$ cat src/rtl/rr_grant_arbiter_8.sv
// Eight-way round-robin arbiter with bounded hold time.
// Grants are registered and published as one-hot plus binary index.
module rr_grant_arbiter_8 #(
  parameter int unsigned MAX_HOLD = 4
) (
  input  logic       clk,
  input  logic       rst_n,
  input  logic [7:0] req,
  output logic [7:0] gnt,
  output logic [2:0] gnt_id,
  output logic       gnt_valid,
  output logic       preempt
);

  localparam logic [3:0] MaxHoldCnt = 4'(MAX_HOLD);

  typedef enum logic [0:0] {StIdle, StGrant} state_e;

  state_e     state_q, state_d;
  logic [2:0] ptr_q, ptr_d;
  logic [3:0] hold_cnt_q, hold_cnt_d;
  logic [2:0] cur_q, cur_d;
  logic [7:0] gnt_q, gnt_d;
  logic [2:0] gnt_id_q, gnt_id_d;
  logic       gnt_valid_q, gnt_valid_d;
  logic       preempt_q, preempt_d;

  logic [7:0] others;
  logic [3:0] win_req, win_oth;
  logic       new_grant;
  logic [2:0] new_idx;

  // Returns {found, index} of the first set bit scanning start, start+1, ... modulo 8.
  function automatic logic [3:0] find_first(input logic [7:0] mask, input logic [2:0] start);
    logic [2:0] idx;
    logic [3:0] res;
    res = 4'd0;
    for (int i = 0; i < 8; i++) begin
      idx = start + 3'(i);
      if (!res[3] && mask[idx]) begin
        res = {1'b1, idx};
      end
    end
    return res;
  endfunction

  assign others  = req & ~(8'd1 << cur_q);
  assign win_req = find_first(req, ptr_q);
  assign win_oth = find_first(others, ptr_q);

  always_comb begin
    state_d     = state_q;
    ptr_d       = ptr_q;
    hold_cnt_d  = hold_cnt_q;
    cur_d       = cur_q;
    gnt_d       = gnt_q;
    gnt_id_d    = gnt_id_q;
    gnt_valid_d = gnt_valid_q;
    preempt_d   = 1'b0;
    new_grant   = 1'b0;
    new_idx     = 3'd0;

    unique case (state_q)
      StIdle: begin
        if (|req) begin
          new_grant = 1'b1;
          new_idx   = win_req[2:0];
        end
      end
      StGrant: begin
        if (!req[cur_q]) begin
          // Release wins over hold expiry, so no preempt here.
          if (|others) begin
            new_grant = 1'b1;
            new_idx   = win_oth[2:0];
          end else begin
            state_d     = StIdle;
            hold_cnt_d  = 4'd0;
            gnt_d       = 8'd0;
            gnt_id_d    = 3'd0;
            gnt_valid_d = 1'b0;
          end
        end else if (|others && hold_cnt_q >= MaxHoldCnt) begin
          new_grant = 1'b1;
          new_idx   = win_oth[2:0];
          preempt_d = 1'b1;
        end else if (hold_cnt_q < MaxHoldCnt) begin
          hold_cnt_d = hold_cnt_q + 4'd1;
        end
      end
      default: state_d = StIdle;
    endcase

    if (new_grant) begin
      state_d     = StGrant;
      cur_d       = new_idx;
      ptr_d       = new_idx + 3'd1;
      hold_cnt_d  = 4'd1;
      gnt_d       = 8'd1 << new_idx;
      gnt_id_d    = new_idx;
      gnt_valid_d = 1'b1;
    end
  end

  always_ff @(posedge clk) begin
    if (!rst_n) begin
      state_q     <= StIdle;
      ptr_q       <= 3'd0;
      hold_cnt_q  <= 4'd0;
      cur_q       <= 3'd0;
      gnt_q       <= 8'd0;
      gnt_id_q    <= 3'd0;
      gnt_valid_q <= 1'b0;
      preempt_q   <= 1'b0;
    end else begin
      state_q     <= state_d;
      ptr_q       <= ptr_d;
      hold_cnt_q  <= hold_cnt_d;
      cur_q       <= cur_d;
      gnt_q       <= gnt_d;
      gnt_id_q    <= gnt_id_d;
      gnt_valid_q <= gnt_valid_d;
      preempt_q   <= preempt_d;
    end
  end

  assign gnt       = gnt_q;
  assign gnt_id    = gnt_id_q;
  assign gnt_valid = gnt_valid_q;
  assign preempt   = preempt_q;

endmodule

$ cat config.mk
export PLATFORM = sky130hd
export DESIGN_NAME = rr_grant_arbiter_8
export DESIGN_NICKNAME = d
export VERILOG_FILES = /design/src/rtl/rr_grant_arbiter_8.sv
export SDC_FILE = /design/constraint.sdc
export NUM_CORES = 1
export LEC_CHECK = 0
export CAP_MARGIN = 25
export CORE_MARGIN = 3
export CORE_UTILIZATION = 40
export CTS_BUF_LIST = sky130_fd_sc_hd__clkbuf_4
export DETAILED_ROUTE_END_ITERATION = 8
export HOLD_SLACK_MARGIN = 0.05
export PLACE_DENSITY_LB_ADDON = 0.25
export SYNTH_ARGS = -nofsm -noshare
export SYNTH_HDL_FRONTEND = slang
export SYNTH_SLANG_ARGS = --single-unit
$ cat constraint.sdc
create_clock -name clk -period 5.7 [get_ports clk]
set_input_delay 0.855 -clock clk [delete_from_list [all_inputs] [get_ports clk]]
set_output_delay 0.855 -clock clk [all_outputs]
set_load 0.005 [all_outputs]
After elaboration in Yosys (flattened, before gate mapping):

Cells that the tools add are included.

* flip-flop bits (word level): 24
* bits of input ports: 10
* logic and storage cells: 161

* add/sub/neg operators: 9
* $lt $le $gt $ge: 11
* eq/ne operators: 8
* shifts and indexed selects: 2
* mux-type cells: 81
* bitwise gates (word level): 4
* reductions and logical operators: 37

Operators with widths (number)
* 4-bit two-way mux: 18
* 1-bit binary-select mux with 3-bit select: 17
* 3-bit by 4-bit less-than comparator with 1-bit output (second input constant): 9
* 8-bit two-way mux: 4
* 1-bit two-way mux: 30
* 3-bit two-way mux: 10
* 8-bit OR reduction: 2
* 1-bit by 3-bit << shifter with 8-bit output (first input constant): 2
* 1-bit logical AND: 15
* 1-bit zero test: 14
* 3-bit adder (second input constant): 4
* 8-bit bitwise AND: 1
* 2-bit != test (second input constant): 4
* 8-bit inverter: 1
* 4-bit AND reduction: 2
* 3-bit by 1-bit adder with 3-bit output (second input constant): 2
* 3-bit by 2-bit adder with 3-bit output (second input constant): 2
* 3-bit != test (second input constant): 2
* 3-bit case mux with 2 select lines: 1
* 3-bit AND reduction: 2
* 4-bit by 1-bit adder with 4-bit output (second input constant): 1
* 4-bit by 3-bit >= comparator with 1-bit output (second input constant): 1
* 4-bit by 3-bit less-than comparator with 1-bit output (second input constant): 1
* 3-bit by 2-bit != test with 1-bit output (second input constant): 1
* other kinds (5): 6

Longest topological paths before layout:

Gate-level depths: netlist of the first run.

* depth in word-level cells: 32
* gate-level depth with buffers: 19
* mapped depth without buffers: 14

Worst setup path before layout of the first run:

OpenSTA, ideal clock, no wires.

* path type: reg2reg
* start point: register ptr_q[1]
* end point: register ptr_q[2]
* arrival: 4342 ps
* required time: 5614 ps
* setup slack: 1272 ps
* stages on the path, launching flop included: 18
* path buffers: 5
* path through: dfxtp_1 > clkbuf_1 > buf_2 > inv_1 > clkbuf_1 > ha_1 > buf_2 > buf_4 > mux4_2 > mux2_2 > nor2_1 > a221oi_1 > or4_1 > a32oi_1 > inv_1 > ha_1 > ha_1 > a211oi_1

* cells in the longest elaborated chain, start to end: 28

RTL lines
* start: declaration: RTL line 20 `logic [2:0] ptr_q, ptr_d;`
* start signal: assignment: RTL line 117 `ptr_q <= ptr_d;`
* branches (longest 26 deep; another with 3-bit by 1-bit adder with 3-bit output)
* 3-bit case mux with 2 select lines *: RTL line 63 `unique case (state_q)`
* via new_idx[1]: RTL line 31 `logic [2:0] new_idx;`
* 3-bit by 1-bit adder with 3-bit output *: RTL line 97 `ptr_d = new_idx + 3'd1;`

Mark *: on every way through the listed nets, which the timed path passes. The select of a mux whose other input is x is not followed.
A chain may end at the register's enable or synchronous reset.

Worst setup path after layout of the first run:

Ends and elaborated chain as after synthesis.

==> summary by stage, run 1 <==
Status
The run finished with clean final reports.

Setup path
The category of the critical setup timing path is reg2reg. The worst setup path is captured at a flop. The element type at the critical path start is a flop. The arrival time of data at the critical path endpoint is between 4 and 5 ns. The worst register-to-register path begins at ptr_q[1]$_SDFFE_PN0P_. The reg-to-reg critical path endpoint is ptr_q[2]$_SDFFE_PN0P_. The worst-case register-to-register setup slack is 1.21 ns. Along the worst path, the maximum fanout reaches 14. For the worst flop-to-flop path, the logic depth is 13. At the worst endpoint, the required time is approximately 6 ns.

Final layout
The post-layout instance area is 3150 sq um. In the final layout, the share of cells above drive strength 1 is between 10% and 20%. The number of nets in the layout is 360.

The antenna diode count is 0. Summing all flip-flop and latch instances after layout gives between 400 and 500 sq um. The area growth from synthesis to final layout is 8.77%. The count of placed standard cells in the final layout, fillers left out is about 440.

The area taken by multi-input logic gates is 2210 sq um. The filler cells instantiated in the layout total ~700.

Place
In this run the cell area measured after placement is approximately 3100 sq um. The half-perimeter wire length of the detailed placement result is 6.00 mm. The cell count after placement is between 400 and 500. The congestion estimate from routability-driven global placement came to 0.892. The number of buffers added on ports is 22.

Synthesis
The combinational family with the most area after synthesis is multiplexers. The proportion of synthesized chip area in sequential cells is around 17%. The number of nets in the synthesized netlist is roughly 360. The synthesized-area fraction occupied by adder cells is 3.89%. The flop and latch count out of synthesis is 24. Ranked by total cell area, the synthesized netlist is headed by sky130_fd_sc_hd__mux4_2 18%, sky130_fd_sc_hd__dfxtp_1 17%, sky130_fd_sc_hd__mux2i_1 10%. The primary flip-flop cell chosen by synthesis mapping is sky130_fd_sc_hd__dfxtp_1. The synthesized design contains 0 enable-type register cells. After synthesis, the share of cell area in mux cells is a little under 30%. The proportion of register bits with asynchronous set or reset after synthesis is 0%. The Yosys step of the flow raised 0 warnings. The top cell type by area accounts for between 10% and 20% of the synthesized area. The post-synthesis cell count is ~340.

In this run the cell area of the synthesized design comes to slightly below 3000 sq um. The average instance area after synthesis is 8.54 sq um. The synthesized netlist devotes between 20% and 30% of its cell area to compound gates. The simple logic cell fraction of the synthesized area is approximately 16%. The post-synthesis cell type with the largest combined area is sky130_fd_sc_hd__mux4_2. Of the total synthesized cell area, the portion taken by XOR and XNOR cells is between 3 and 4%. The netlist uses 60 different library cells.

Clock network
The tree is rooted in a sky130_fd_sc_hd__clkbuf_4. Gates resized during post-CTS repair numbered 0. The TritonCTS clock tree is done. The number of setup buffers added after CTS is 0. The largest buffer count on any clock path is 2.

The later-pin clock latency in the skew report is between 0.3 and 0.4 ns. Hold repair after CTS inserted 0 buffers. Clock tree synthesis inserted a total of 3 buffers.

CTS saw 24 sinks. The number of H-tree levels is 1. After clock tree synthesis, the clock-pin slew on the worst setup and hold paths is approximately 0.13 ns.

Floorplan
The number of placed I/O pins is 23. In this run the vertical extent of the chip is 91.1 um. After floorplanning, the core was divided into 30 placement rows. The placeable core area is 6910 sq um. Once the floorplan was initialized, standard cells occupied about two fifths of the core.

The die is a little over 90 um wide. The die covers between 8000 and 9000 sq um.

Global route
The via count of the first global-routing pass came to 2,620. The aggregate global-route resource usage is 19.6%. The first global-routing pass estimated around 14 mm of wire. The pin count of the biggest net entering global routing is 26. The number of antenna violations at the first check in global routing is 0. For this run the aggregate overflow at the end of global routing stands at 0.

Timing
Setup violations remaining at the end of the flow were counted as 0. The worst path in the final design needs a cycle of between 4 and 5 ns, including I/O delays and setup. The pin slew with the least headroom to its limit is 0.672 ns.

Measured against its own limit, the worst slew margin works out to ~55%. For this run, the top clock speed supported by timing is about 220 MHz. The total count of hold-check failures in the final report is 0.

Setup repair after global routing left no endpoint under its margin. The share of the cycle needed by the critical path after routing is between 70% and 80%. The final-report max-slew violation count was 0.

The final setup TNS is 0 ns. The tightest hold path in the finished design has a slack of between 0.4 and 0.5 ns. For the final database, setup skew stands at approximately 0.0043 ns.

Pwr
The total power after layout is approximately 1.8 mW. Summed over all cells, the static leakage comes to approximately 1.2 nW. For this design the ratio of total power to cell area is 576 nW/um^2. VDD sags by at most around 230 uV.

Routing
The number of remaining DRC errors is 0. The count of antenna-violating nets left after detailed routing is 0. After detailed routing, the number of vias per cell comes to 6.29. Summing over every cut layer, the via total after detailed routing is between 2,000 and 3,000. The first detailed-routing pass ran for 5 iterations. The routed wirelength normalized by instance count is around 18 um. The total detailed-routing wirelength is 8.03 mm. The detailed router's first-iteration violation count is between 200 and 250.

Min path
The end of the worst hold path is gnt_valid$_SDFFE_PN0P_. The source of the worst hold timing path is gnt_valid$_SDFFE_PN0P_. The cell depth of the worst hold path is 2. The classification of the worst-slack hold path is reg2reg.

Job
The count of max-cap constraint violations is 0.
[kinds of logic after synthesis]
group / Yosys count
AO/OA/AOI/OAI: 99
AND/OR/NAND/NOR: 98
multiplexers: 57
buffers and inverters: 45
flip-flops: 24
adder cells (fa/ha/maj): 9
XOR/XNOR: 7
[layout by cell type (no fill, tap or decap), types with 6 or more instances in the layout]
cell type                         instances
sky130_fd_sc_hd__nor2_1                  24
sky130_fd_sc_hd__mux2i_1                 30
sky130_fd_sc_hd__a21o_1                   6
sky130_fd_sc_hd__nor3_1                   8
sky130_fd_sc_hd__mux4_2                  23
sky130_fd_sc_hd__o21ai_0                 15
sky130_fd_sc_hd__a21oi_1                 23
sky130_fd_sc_hd__dfxtp_1                 24
sky130_fd_sc_hd__inv_1                   11
sky130_fd_sc_hd__nand2_1                 38
sky130_fd_sc_hd__ha_1                     9
sky130_fd_sc_hd__clkdlybuf4s50_1         22
sky130_fd_sc_hd__a211oi_1                 6
sky130_fd_sc_hd__nor2b_1                  6
[worst max-delay path by stage]
| stage | from | end | cells after the start |
|---|---|---|---|
| final | ptr_q[1]$_SDFFE_PN0P_ | ptr_q[2]$_SDFFE_PN0P_ | 13 |
| after global placement | req[6] | ptr_q[2]$_SDFFE_PN0P_ | 12 |
| after CTS | ptr_q[1]$_SDFFE_PN0P_ | ptr_q[2]$_SDFFE_PN0P_ | 13 |
| after floorplan | ptr_q[1]$_SDFFE_PN0P_ | ptr_q[2]$_SDFFE_PN0P_ | 17 |
| after global routing | ptr_q[1]$_SDFFE_PN0P_ | ptr_q[2]$_SDFFE_PN0P_ | 13 |
| after detailed placement | req[6] | ptr_q[2]$_SDFFE_PN0P_ | 12 |
[routing by layer]
metal | up-vias | track usage, % | wire (um)
li1 | 1282 | - | -
met1 | 1306 | 29.7 | 3800
met2 | 137 | 29.4 | 3480
met3 | 16 | 2.07 | 554
met4 | 0 | 5.40 | 193
met5 | - | 0 | 0
[sequential cells by signal, summed over array words and instances (netlist names)]
register / flops
cur_q: 3
gnt: 8
gnt_id: 3
gnt_valid: 1
hold_cnt_q: 4
preempt: 1
ptr_q: 3
state_q: 1
[metrics by stage]
step / util, % / setup WS [ns]
CTS: 45.6 / 1.22
finish: 45.6 / 1.21
floorplan: - / 1.27
detailed placement: 45.2 / 1.06
global placement: 45.2 / 1.08
global route: 45.6 / 0.900
[power by group]
part | switching, mW | total (mW) | internal, mW
combinational | 0.838 | 1.48 | 0.643
clock | 0.0500 | 0.0756 | 0.0256
sequential | 0.0450 | 0.256 | 0.211
[Yosys cell counts (3+ instances only)]
master	number
sky130_fd_sc_hd__nor3_1	8
sky130_fd_sc_hd__nand2_1	38
sky130_fd_sc_hd__a211oi_1	6
sky130_fd_sc_hd__nand3_1	5
sky130_fd_sc_hd__a21o_1	6
sky130_fd_sc_hd__buf_6	3
sky130_fd_sc_hd__nand2b_1	3
sky130_fd_sc_hd__nor2_1	24
sky130_fd_sc_hd__o21ai_1	5
sky130_fd_sc_hd__o22ai_1	3
sky130_fd_sc_hd__a21oi_1	23
sky130_fd_sc_hd__mux2_2	4
sky130_fd_sc_hd__clkbuf_1	17
sky130_fd_sc_hd__and3_1	3
sky130_fd_sc_hd__o211ai_1	3
sky130_fd_sc_hd__mux4_2	23
sky130_fd_sc_hd__o21ai_0	15
sky130_fd_sc_hd__buf_2	6
sky130_fd_sc_hd__xnor2_1	3
sky130_fd_sc_hd__inv_1	11
sky130_fd_sc_hd__clkinv_1	3
sky130_fd_sc_hd__a31oi_1	5
sky130_fd_sc_hd__a22o_1	5
sky130_fd_sc_hd__ha_1	9
sky130_fd_sc_hd__dfxtp_1	24
sky130_fd_sc_hd__mux2i_1	30
sky130_fd_sc_hd__nor2b_1	6
[worst max-delay path, cell delays in order, from the launching register on]
cell                       delay, ns
sky130_fd_sc_hd__dfxtp_1        0.35
sky130_fd_sc_hd__inv_1          0.19
sky130_fd_sc_hd__ha_1           0.61
sky130_fd_sc_hd__buf_4          0.32
sky130_fd_sc_hd__mux4_2         0.59
sky130_fd_sc_hd__mux2_2         0.33
sky130_fd_sc_hd__nor2_1         0.20
sky130_fd_sc_hd__a221oi_1       0.11
sky130_fd_sc_hd__or4_1          0.43
sky130_fd_sc_hd__a32oi_1        0.44
sky130_fd_sc_hd__inv_1          0.14
sky130_fd_sc_hd__ha_1           0.25
sky130_fd_sc_hd__ha_1           0.27
sky130_fd_sc_hd__a211oi_1       0.18
[final cells by class]
class | instances | share of cell area (%)
Tap cell | 96 | 3.81
Multi-Input combinational cell | 270 | 70.1
Clock inverter | 1 | 0.119
Inverter | 15 | 1.79
Sequential cell | 24 | 15.3
Clock buffer | 3 | 0.715
Timing Repair Buffer | 27 | 8.18
(Power assumes the default switching activity.)
==> inputs of run 2 (changes only) <==
==> constraint.sdc (replaced) <==
create_clock -name clk -period 4 [get_ports clk]
set_input_delay 0.6 -clock clk [delete_from_list [all_inputs] [get_ports clk]]
set_output_delay 0.6 -clock clk [all_outputs]
set_load 0.005 [all_outputs]
==> run 2 against run 1 <==
Worst hold slack got worse by 0.0052 ns. Flip-flop and latch count stayed put. Highest routed layer unchanged. Global-route usage up 1.8 points. Total power rose by 59%. Non-clock buffer count up 40.
==> summary by stage, run 2 (same netlist as run 1, synthesis figures left out) <==
Timing
Based on the critical path, the design can be clocked at up to approximately 270 MHz. The largest clock skew in the final design is a little under 0.003 ns. Setup repair after global routing left no endpoint under its margin. The final period demand of the worst path is about 3.7 ns. The share of the cycle needed by the critical path after routing is between 90% and 100%. Setup violations remaining at the end of the flow were counted as 0. The relative slew slack is between 60% and 70%. The total count of hold-check failures in the final report was 0.

The final-report max-slew violation count is 0. The pin slew with the least headroom to its limit is 0.593 ns.

Clock network
CTS built an H-tree with a depth of 1. The cell sitting at the root of the clock tree is a sky130_fd_sc_hd__clkbuf_4. The number of cells upsized or downsized after cts is 0. The number of clock sinks is 24. The TritonCTS buffer count is 3. The TritonCTS clock tree is done. The hold buffer count at CTS is 0.

The register clock-pin slew on the reported worst setup and hold paths is around 0.13 ns. Counting along the longest clock path gives a buffer depth of 2. The number of setup buffers added after CTS is 0.

For the worst-skew pair, the clock arrives at the later sink with an insertion delay of between 0.3 and 0.4 ns.

Final layout
The register with the most flip-flops in the layout has 8 of them. The area growth from synthesis to final layout is 19.7%. The final core utilization is between 50% and 60%. Cells with a size suffix above 1 make up between 20% and 30% of the layout. In the final layout, the multi-input gates occupy about 2200 sq um. The antenna diode count is 0. The number of nets in the layout is 400. The library cells used most frequently in the layout, excluding fill and tap cells, are 44 x sky130_fd_sc_hd__buf_4, 38 x sky130_fd_sc_hd__nand2_1, 30 x sky130_fd_sc_hd__mux2i_1, 24 x sky130_fd_sc_hd__nor2_1, 24 x sky130_fd_sc_hd__dfxtp_1. The filler cell count is 681. The storage element area is 480 sq um.

The post-layout instance area is between 3000 and 4000 sq um. Once layout is complete, the cells apart from fillers number about 480. The library cell used most frequently in the layout, excluding fill and tap cells, is sky130_fd_sc_hd__buf_4.

Global route
Across every metal layer, demand over resource in global routing totals 21.5%. The first-pass GRT wire length is around 15 mm. The number of antenna violations at the first check in global routing is 0.

Summed over all layers, the global routing overflow is 0. Entering global routing, the biggest net connects 26 pins. The via count of the first global-routing pass is 2,741.

Job
The tool flagged a number of max-cap violations equal to 0.

Floorplan
The chip height is 91.1 um. For this configuration, the core starts out at a cell density of approximately two fifths. 23 I/O pins were placed. The placeable core area is approximately 6900 sq um. The die is 91.1 um wide. The die covers about 8300 sq um. The number of core rows is 30.

Min path
The cell depth of the worst hold path is 2. The classification of the worst-slack hold path is reg2reg. The end of the worst hold path is gnt_id[1]$_SDFFE_PN0P_. In this run the most critical hold path is launched from gnt_id[1]$_SDFFE_PN0P_.

Setup path
The source of the worst register-to-register timing path is ptr_q[1]$_SDFFE_PN0P_. The arrival time of data at the critical path endpoint is between 3 and 4 ns. STA classifies the critical path endpoint as a flop.

The slowest cell on the critical path is sky130_fd_sc_hd__clkdlybuf4s50_1. The category of the critical setup timing path is in2reg. The reg-to-reg critical path endpoint is ptr_q[2]$_SDFFE_PN0P_. At the worst endpoint, the required time is around 4.2 ns.

The element type at the critical path start is a primary input. For the worst flop-to-flop path, the logic depth is 12. Across all register-to-register paths, the minimum setup slack is 0.34 ns. The maximum cell stage delay along the critical path is 0.57 ns.

Along the worst path, the maximum fanout reaches 8. Walking the worst path, the cells encountered are clkdlybuf4s50_1 > mux2i_1 > a21oi_1 > mux4_2 > a2111o_1 > o311ai_0 > a2bb2oi_1 > o21ba_2 > inv_1 > ha_2 > ha_1 > a211oi_1.

Routing
The via count is 2,826. In the routed layout, each cell is associated on average with a via count of ~5.9. The routed design has ~8.8 mm of wire.

The count of antenna-violating nets left after detailed routing is 0. For this block, the initial DRC count from the detailed router was 240. The routed wirelength normalized by instance count is 18.4 um. The first-pass detailed-route iteration total is 5.

The number of remaining DRC errors is 0.

Place
Including well taps, the total number of placed cells is around 470. Once placement finished, the instance area stood at ~3400 sq um. The half-perimeter wire length of the detailed placement result is 6.83 mm. The congestion estimate from routability-driven global placement came to approximately 0.96.

The number of buffers added on ports is 22.

Pwr
The completed layout was analyzed and its total power is 2.89 mW. The total power per unit cell area is around 830 nW/um^2. The leakage power of the design is about 1.4 nW. VDD sags by at most between 300 and 400 uV.

Status
The flow ran to the end, and the final reports show no timing, DRC or antenna violations.
[run 2: changes by cell type in the layout (fill, tap and decap cells not counted)]
cell,previous run,this run
sky130_fd_sc_hd__a32oi_2,0,1
sky130_fd_sc_hd__ha_2,0,3
sky130_fd_sc_hd__a32oi_1,2,1
sky130_fd_sc_hd__buf_6,0,1
sky130_fd_sc_hd__clkinv_1,4,3
sky130_fd_sc_hd__buf_4,5,44
sky130_fd_sc_hd__ha_1,9,6
[run 2: report_power, final]
group	switching, mW	leakage (nW)	internal (mW)
registers	0.0742	0.197	0.301
logic	1.26	1.16	1.15
clock network	0.0725	0.0138	0.0353
[run 2: area by class of cell]
type / instances / area share (%)
clock buffers: 3 / 0.650
inverters: 15 / 1.62
multi-input cells: 270 / 64.2
flip-flops and latches: 24 / 13.9
well taps: 96 / 3.47
repair buffers: 67 / 16.2
[run 2: critical path: cells and delay by family]
kind            cells  cell delay (ns)
compound gates      6             1.44
fa+ha+maj           2             0.41
buf+inv             2             0.66
mux                 2             0.84
[run 2: through the flow]
step / worst slack, ns / setup TNS, ns / hold WS [ns]
after floorplan: 0.0163 / 0 / 0.439
after global placement: 0.0380 / 0 / 0.434
after detailed placement: -0.0319 / -0.0319 / 0.440
after CTS: 0.206 / 0 / 0.459
after global routing: 0.0434 / 0 / 0.478
final: 0.284 / 0 / 0.457
[run 2: worst max-delay path by stage]
stage / endpoint / depth (start not counted) / slack [ns] / start
after global placement: ptr_q[2]$_SDFFE_PN0P_ / 13 / 0.04 / req[6]
after floorplan: ptr_q[2]$_SDFFE_PN0P_ / 18 / 0.02 / ptr_q[1]$_SDFFE_PN0P_
after global routing: ptr_q[2]$_SDFFE_PN0P_ / 12 / 0.04 / ptr_q[1]$_SDFFE_PN0P_
after detailed placement: ptr_q[2]$_SDFFE_PN0P_ / 12 / -0.03 / req[2]
after CTS: ptr_q[2]$_SDFFE_PN0P_ / 12 / 0.21 / ptr_q[0]$_SDFFE_PN0P_
final: ptr_q[2]$_SDFFE_PN0P_ / 12 / 0.28 / req[2]
[run 2: routing by layer]
layer,vias to the layer above,part of all wire (%),global-route usage [%]
met4,0,2.0,4.90
met2,102,45,33.7
met5,-,0,0
li1,1369,-,-
met1,1339,48,31.3
met3,16,4.9,2.82
